$ cat src/rtl/vga_pattern_gen_if.sv
// VGA pattern generator pin bundle: mode select in, timing/colour out.
// The generator is the master; the consumer (pins / monitor) is the slave.
interface vga_pattern_gen_if #(
    parameter int CW = 4
);
    logic [1:0]    mode;
    logic          pix_en;
    logic          hsync;
    logic          vsync;
    logic          valid;
    logic [11:0]   hdata;
    logic [11:0]   vdata;
    logic          frame_start;
    logic [CW-1:0] r;
    logic [CW-1:0] g;
    logic [CW-1:0] b;

    modport master (
        input  mode,
        output pix_en, hsync, vsync, valid, hdata, vdata, frame_start, r, g, b
    );

    modport slave (
        output mode,
        input  pix_en, hsync, vsync, valid, hdata, vdata, frame_start, r, g, b
    );
endinterface

$ cat src/rtl/vga_pattern_gen.sv
// Parametrised VGA timing generator with registered test-pattern colour.
// Optional horizontal scrolling of modes 0 and 2 when VGA_PATTERN_SCROLL_EN is defined.
module vga_pattern_gen #(
    parameter int H_ACTIVE = 640,
    parameter int H_FP     = 16,
    parameter int H_SYNC   = 96,
    parameter int H_BP     = 48,
    parameter int V_ACTIVE = 480,
    parameter int V_FP     = 10,
    parameter int V_SYNC   = 2,
    parameter int V_BP     = 33,
    parameter int CLK_DIV  = 4,
    parameter int SYNC_POL = 0,
    parameter int CW       = 4
) (
    input  logic                  clk,
    input  logic                  rst,
    vga_pattern_gen_if.master     vga
);

    localparam int H_TOTAL = H_ACTIVE + H_FP + H_SYNC + H_BP;
    localparam int V_TOTAL = V_ACTIVE + V_FP + V_SYNC + V_BP;
    localparam int DW      = (CLK_DIV > 1) ? $clog2(CLK_DIV) : 1;

    localparam logic [DW-1:0] DIV_LAST = DW'(CLK_DIV - 1);
    localparam logic [11:0]   H_LAST   = 12'(H_TOTAL - 1);
    localparam logic [11:0]   V_LAST   = 12'(V_TOTAL - 1);
    localparam logic [11:0]   H_ACT    = 12'(H_ACTIVE);
    localparam logic [11:0]   V_ACT    = 12'(V_ACTIVE);
    localparam logic [11:0]   HS_START = 12'(H_ACTIVE + H_FP);
    localparam logic [11:0]   HS_END   = 12'(H_ACTIVE + H_FP + H_SYNC);
    localparam logic [11:0]   VS_START = 12'(V_ACTIVE + V_FP);
    localparam logic [11:0]   VS_END   = 12'(V_ACTIVE + V_FP + V_SYNC);
    localparam logic          SYNC_ON  = (SYNC_POL != 0);

    logic [DW-1:0] div_cnt;
    logic [11:0]   h;
    logic [11:0]   v;
    logic [1:0]    mode_q;
    logic          pix_en;

    logic          line_end;
    logic          frame_end;
    logic          origin;
    logic          active;
    logic          hs_on;
    logic          vs_on;
    logic [1:0]    mode_cur;
    logic [2:0]    bar;
    logic [2:0]    bar_col;
    logic [CW-1:0] x_grad;
    logic          x_chk;
    logic [CW-1:0] r_nxt;
    logic [CW-1:0] g_nxt;
    logic [CW-1:0] b_nxt;

    // With CLK_DIV=1 the counter never leaves 0, so pix_en is constantly high.
    assign pix_en     = (div_cnt == DIV_LAST);
    assign vga.pix_en = pix_en;

`ifdef VGA_PATTERN_SCROLL_EN
    logic [7:0] fc;
    logic [9:0] x_sum;

    // Only the low 10 bits of the scrolled coordinate feed the patterns.
    assign x_sum  = h[9:0] + {2'b00, fc};
    assign x_grad = x_sum[9:10-CW];
    assign x_chk  = x_sum[5];

    // Frame counter advancing on every frame wrap, wrapping naturally at 255.
    always_ff @(posedge clk) begin
        if (rst) begin
            fc <= 8'd0;
        end else if (pix_en && frame_end) begin
            fc <= fc + 8'd1;
        end
    end
`else
    assign x_grad = h[9:10-CW];
    assign x_chk  = h[5];
`endif

    // Pixel clock-enable divider.
    always_ff @(posedge clk) begin
        if (rst) begin
            div_cnt <= '0;
        end else if (pix_en) begin
            div_cnt <= '0;
        end else begin
            div_cnt <= div_cnt + DW'(1);
        end
    end

    // Raster counters and frame-aligned mode latch.
    always_ff @(posedge clk) begin
        if (rst) begin
            h      <= 12'd0;
            v      <= 12'd0;
            mode_q <= 2'd0;
        end else if (pix_en) begin
            h <= line_end ? 12'd0 : h + 12'd1;
            if (line_end) begin
                v <= frame_end ? 12'd0 : v + 12'd1;
            end
            if (origin) begin
                mode_q <= vga.mode;
            end
        end
    end

    // Decode the current raster position into sync, blanking and colour.
    always_comb begin
        line_end  = (h == H_LAST);
        frame_end = line_end && (v == V_LAST);
        origin    = (h == 12'd0) && (v == 12'd0);
        active    = (h < H_ACT) && (v < V_ACT);
        hs_on     = (h >= HS_START) && (h < HS_END);
        vs_on     = (v >= VS_START) && (v < VS_END);
        // Pixel (0,0) already uses the mode being latched on this strobe.
        mode_cur  = origin ? vga.mode : mode_q;

        bar = 3'd0;
        for (int i = 1; i < 8; i++) begin
            if (h >= 12'(i * (H_ACTIVE / 8))) begin
                bar = bar + 3'd1;
            end
        end
        bar_col = 3'd7 - bar;

        r_nxt = '0;
        g_nxt = '0;
        b_nxt = '0;
        if (active) begin
            case (mode_cur)
                2'd0: begin
                    r_nxt = x_grad;
                    g_nxt = v[9:10-CW];
                    b_nxt = v[9:10-CW];
                end
                2'd1: begin
                    r_nxt = bar_col[2] ? {CW{1'b1}} : '0;
                    g_nxt = bar_col[1] ? {CW{1'b1}} : '0;
                    b_nxt = bar_col[0] ? {CW{1'b1}} : '0;
                end
                2'd2: begin
                    r_nxt = (x_chk ^ v[5]) ? {CW{1'b1}} : '0;
                    g_nxt = (x_chk ^ v[5]) ? {CW{1'b1}} : '0;
                    b_nxt = (x_chk ^ v[5]) ? {CW{1'b1}} : '0;
                end
                default: begin
                    r_nxt = {CW{1'b1}};
                    g_nxt = {CW{1'b1}};
                    b_nxt = {CW{1'b1}};
                end
            endcase
        end
    end

    // Output registers: one pixel period behind the counters, all aligned.
    always_ff @(posedge clk) begin
        if (rst) begin
            vga.hsync       <= ~SYNC_ON;
            vga.vsync       <= ~SYNC_ON;
            vga.valid       <= 1'b0;
            vga.hdata       <= 12'd0;
            vga.vdata       <= 12'd0;
            vga.frame_start <= 1'b0;
            vga.r           <= '0;
            vga.g           <= '0;
            vga.b           <= '0;
        end else if (pix_en) begin
            vga.hsync       <= hs_on ? SYNC_ON : ~SYNC_ON;
            vga.vsync       <= vs_on ? SYNC_ON : ~SYNC_ON;
            vga.valid       <= active;
            vga.hdata       <= h;
            vga.vdata       <= v;
            vga.frame_start <= origin;
            vga.r           <= r_nxt;
            vga.g           <= g_nxt;
            vga.b           <= b_nxt;
        end
    end

endmodule
$ cat src/flat_wrapper.sv
// flat-port wrapper written by rule: the top's interface ports become plain ports
module vga_pattern_gen_flat 
#(
    parameter int H_ACTIVE = 640,
    parameter int H_FP     = 16,
    parameter int H_SYNC   = 96,
    parameter int H_BP     = 48,
    parameter int V_ACTIVE = 480,
    parameter int V_FP     = 10,
    parameter int V_SYNC   = 2,
    parameter int V_BP     = 33,
    parameter int CLK_DIV  = 4,
    parameter int SYNC_POL = 0,
    parameter int CW       = 4
)
  (clk, rst, vga_mode, vga_pix_en, vga_hsync, vga_vsync, vga_valid, vga_hdata, vga_vdata, vga_frame_start, vga_r, vga_g, vga_b);
  vga_pattern_gen_if #(.CW(CW)) vga_i ();
  input  logic clk;
  input  logic rst;
  input wire logic [$bits(vga_i.mode)-1:0] vga_mode;
  output wire logic [$bits(vga_i.pix_en)-1:0] vga_pix_en;
  output wire logic [$bits(vga_i.hsync)-1:0] vga_hsync;
  output wire logic [$bits(vga_i.vsync)-1:0] vga_vsync;
  output wire logic [$bits(vga_i.valid)-1:0] vga_valid;
  output wire logic [$bits(vga_i.hdata)-1:0] vga_hdata;
  output wire logic [$bits(vga_i.vdata)-1:0] vga_vdata;
  output wire logic [$bits(vga_i.frame_start)-1:0] vga_frame_start;
  output wire logic [$bits(vga_i.r)-1:0] vga_r;
  output wire logic [$bits(vga_i.g)-1:0] vga_g;
  output wire logic [$bits(vga_i.b)-1:0] vga_b;
  assign vga_i.mode = vga_mode;
  assign vga_pix_en = vga_i.pix_en;
  assign vga_hsync = vga_i.hsync;
  assign vga_vsync = vga_i.vsync;
  assign vga_valid = vga_i.valid;
  assign vga_hdata = vga_i.hdata;
  assign vga_vdata = vga_i.vdata;
  assign vga_frame_start = vga_i.frame_start;
  assign vga_r = vga_i.r;
  assign vga_g = vga_i.g;
  assign vga_b = vga_i.b;
  vga_pattern_gen #(.H_ACTIVE(H_ACTIVE), .H_FP(H_FP), .H_SYNC(H_SYNC), .H_BP(H_BP), .V_ACTIVE(V_ACTIVE), .V_FP(V_FP), .V_SYNC(V_SYNC), .V_BP(V_BP), .CLK_DIV(CLK_DIV), .SYNC_POL(SYNC_POL), .CW(CW)) u_core (.clk(clk), .rst(rst), .vga(vga_i));
endmodule
$ cat config.mk
export PLATFORM = sky130hd
export DESIGN_NAME = vga_pattern_gen_flat
export DESIGN_NICKNAME = d
export VERILOG_FILES = /design/src/rtl/vga_pattern_gen_if.sv /design/src/rtl/vga_pattern_gen.sv /design/src/flat_wrapper.sv
export SDC_FILE = /design/constraint.sdc
export NUM_CORES = 1
export LEC_CHECK = 0
export CAP_MARGIN = 20
export CORE_ASPECT_RATIO = 1.2
export CORE_UTILIZATION = 25
export DETAILED_ROUTE_END_ITERATION = 8
export PLACE_DENSITY = 0.46
export SETUP_SLACK_MARGIN = 0.5
export SYNTH_ARGS = -nofsm -noshare
export SYNTH_HDL_FRONTEND = slang
export SYNTH_SLANG_ARGS = --single-unit
$ cat constraint.sdc
create_clock -name clk -period 5.5 [get_ports clk]
set_clock_uncertainty 0.15 [all_clocks]
set_input_delay 0.825 -clock clk [delete_from_list [all_inputs] [get_ports clk]]
set_output_delay 0.825 -clock clk [all_outputs]
set_load 0.02 [all_outputs]
==> parameters.txt <==
Parameter                              Value

Synth
  Main flop type after synthesis ... sky130_fd_sc_hd__dfxtp_1
  Fraction of registers with async set/reset ... 0%
  Gate Count Post-Synth ... 392
  Total of warnings raised by yosys ... 0
  Syn Nets ... 407
  Netlist area before placement ... 3402 um^2
  Synth Register Bits ... 68
  Number of distinct library cells after synthesis ... 44
  Post-synthesis sequential area ratio ... 40.01%
  Mean instance size in the synthesized netlist ... 8.679 um^2
  EDFF count, synth ... 0

Critical path
  Data required time of the critical path ... 5.63 ns
  Type of the setup path with the least slack ... reg2reg
  Worst EP arrival ... 4.81 ns
  Largest fanout on the critical path ... 10
  CP endpoint kind ... flip-flop
  Type of origin of the critical path ... flip-flop

Timing
  Share of the cycle needed by the critical path after routing ... 85.09%
  Unrepaired setup endpoints after global routing ... no
  Summed negative setup slack over all endpoints ... 0 ns
  Shortest period the worst path allows ... 4.680 ns
  Slew margin rel. ... 53.90%
  Final slew viol count ... 0
  Actual slew at the worst max-slew pin ... 0.6894 ns
  Highest Clock Rate ... 213.7 MHz
  Final hold vios ... 0
  Setup violation total in the final timing report ... 0

Die
  Starting utilization of the core area ... 25.70%
  Die Footprint ... 14080 um^2
  Ports placed on the boundary ... 45
  Horizontal die dimension ... 108.5 um
  Vert. Die Dim ... 129.8 um
  Number of core rows ... 46
  Core Area ... 13240 um^2

Clocking
  Clock root buffer ... sky130_fd_sc_hd__clkbuf_16
  Insertion delay to the later sink of the worst-skew pair ... 0.33 ns
  H-tree levels ... 3
  Sinks on the clock net ... 68
  Quantity of hold-fixing buffers added after cts ... 0
  TritonCTS clock tree ... built
  Maximum count of clock buffers along a single path ... 2
  Number of CTS-inserted buffers ... 9
  Clock transition at the register clock pins on the worst setup and hold paths after CTS ... 0.06 ns

Detailed routing
  First-pass iteration count of the detailed router ... 4
  Total number of vias ... 2776
  WL/cell ... 14.61 um
  Final WL ... 8782 um
  DR iter-0 viols ... 123
  Routed Antenna Nets ... 0
  DRC violation count after routing ... 0
  DR vias/cell ... 4.619

Global route
  Overflow left after global routing ... 0
  GRT Util Overall ... 13.44%
  Vias in the first global route ... 2795
  Pin count of the biggest net entering global routing ... 35
  Antenna violations before repair ... 0
  First-pass GRT wire length ... 14390 um

Power and ir drop
  Max rail drop VDD ... 0.1344 mV
  Total power ... 1.236 mW
  Power density cells ... 283.2 nW/um^2
  Cell leakage power ... 1.605 nW

Job
  Max-cap violations ... 0

Finish
  Proportion of layout cells with a drive suffix above 1 ... 9.700%
  Top library cells by usage in the layout, fill and taps aside ... 64 x sky130_fd_sc_hd__nor2_1, 64 x sky130_fd_sc_hd__dfxtp_1, 44 x sky130_fd_sc_hd__clkdlybuf4s50_1
  # diodes ... 0
  Final nets ... 443
  Layout overhead on the synthesized area ... 28.32%

Placement
  Placer Congestion ... 0.8439
  Number of buffers inserted by port buffering ... 44
  Total half-perimeter wirelength after legalization and detailed placement ... 6223 um

Min path
  Type of the tightest min-delay check ... reg2reg

Outcome
  Status ... finished, final reports clean
-- layout make-up --
| type | count | area (um^2) |
|---|---|---|
| Sequential cell | 68 | 1366 |
| Clock buffer | 9 | 225.2 |
| Fill cell | 1394 | 8872 |
| Tap cell | 168 | 210.2 |
| Timing Repair Buffer | 52 | 500.5 |
| Inverter | 8 | 30.03 |
| Clock inverter | 7 | 115.1 |
| Multi-Input combinational cell | 289 | 1918 |
-- critical path, stage by stage (launching register included) --
cell,delay [ns]
sky130_fd_sc_hd__dfxtp_1,0.53
sky130_fd_sc_hd__o21ai_0,0.12
sky130_fd_sc_hd__and3_1,0.21
sky130_fd_sc_hd__ha_1,0.40
sky130_fd_sc_hd__xor2_1,0.20
sky130_fd_sc_hd__ha_1,0.31
sky130_fd_sc_hd__o21ai_0,0.08
sky130_fd_sc_hd__nand2_1,0.09
sky130_fd_sc_hd__ha_1,0.29
sky130_fd_sc_hd__mux2_2,0.27
sky130_fd_sc_hd__ha_1,0.26
sky130_fd_sc_hd__a21oi_1,0.13
sky130_fd_sc_hd__a31oi_1,0.07
sky130_fd_sc_hd__nand2b_1,0.16
sky130_fd_sc_hd__ha_1,0.17
sky130_fd_sc_hd__o211ai_1,0.11
sky130_fd_sc_hd__xor2_1,0.17
sky130_fd_sc_hd__xnor3_1,0.45
sky130_fd_sc_hd__a211oi_4,0.29
sky130_fd_sc_hd__a221o_2,0.17
-- cells in the mapped netlist, drive strengths merged, types with 4 or more instances --
| library cell | instances | area [um^2] |
|---|---|---|
| nand2 | 31 | 116.4 |
| dfxtp | 68 | 1361 |
| clkbuf | 17 | 63.81 |
| nor2 | 64 | 240.2 |
| a21oi | 11 | 55.05 |
| mux2i | 29 | 290.3 |
| buf | 10 | 60.06 |
| nand4 | 10 | 62.56 |
| o211ai | 6 | 45.04 |
| nand3 | 11 | 55.05 |
| ha | 11 | 137.6 |
| inv | 8 | 30.03 |
| xnor2 | 11 | 96.34 |
| a221o | 4 | 45.04 |
| a21o | 4 | 30.03 |
| o21ai | 16 | 83.83 |
| nand3b | 4 | 30.03 |
| and3 | 5 | 31.28 |
| nor3 | 9 | 50.05 |
| xor2 | 15 | 131.4 |
| nand2b | 4 | 25.02 |
| nor4 | 5 | 31.28 |
| and2 | 4 | 25.02 |
| or3 | 4 | 25.02 |
-- registers in the layout (all words and copies together), names as in the netlist --
signal / flops
u_core.h: 12
u_core.v: 12
u_core.vga.vdata: 12
u_core.vga.frame_start: 1
u_core.div_cnt: 2
u_core.vga.vsync: 1
u_core.vga.g: 4
u_core.vga.b: 4
u_core.vga.hdata: 12
u_core.vga.hsync: 1
u_core.vga.r: 4
u_core.mode_q: 2
u_core.vga.valid: 1
-- where the power goes --
part           switching, mW  total, mW  leakage (nW)  internal, mW
logic                 0.0436     0.0729         0.893        0.0293
registers            0.00571      0.506         0.551         0.501
clock network          0.216      0.657         0.161         0.441
-- cells by family (layout without fill, tap and decap cells) --
logic type | Yosys count | in the layout | synth area share, %
muxes | 32 | 32 | 9.526
and+or+nand+nor | 162 | 162 | 22.91
AOI/OAI and AO/OA | 57 | 57 | 11.62
DFF | 68 | 68 | 40.01
buffers and inverters | 35 | 76 | 4.524
adders and majority gates | 11 | 11 | 4.046
xor gates and xnor gates | 27 | 27 | 7.356
-- routing by layer --
metal  up-vias  GRT usage, %  routed length [um]
li1       1432             -                   -
met3        10         3.047                 256
met4         0         6.121                 129
met2        43         23.08                4419
met5         -             0                   0
met1      1291         15.85                3975
-- stage by stage --
stage	instance area [um^2]	setup slack [ns]	std cells	utilization (%)	hold WS, ns
CTS	4309	0.5129	598	32.55	0.2871
floorplan	3402	0.8036	392	-	0.2543
global route	4365	0.5620	601	32.98	0.3133
global placement	3969	0.6888	582	29.98	0.2702
detailed placement	3969	0.5474	582	29.98	0.2785
finish	4365	0.8200	601	32.98	0.2863
-- path summary, 6_finish.rpt --
path | slack [ns] | cells after the start | start | end
setup / recovery | 0.82 | 19 | u_core.h[4] | u_core.vga.r[2]
hold / removal | 0.29 | 1 | u_core.div_cnt[0] | u_core.div_cnt[0]
setup reg to reg | 0.82 | 19 | u_core.h[4] | u_core.vga.r[2]
hold reg to reg | 0.29 | 1 | u_core.div_cnt[0] | u_core.div_cnt[0]
-- timing repair --
action                     CTS  global route
setup endpoints to repair    0             8
resized for setup            0             8
setup buffers                0             3
No activity file was read; power rests on OpenSTA's default activity.
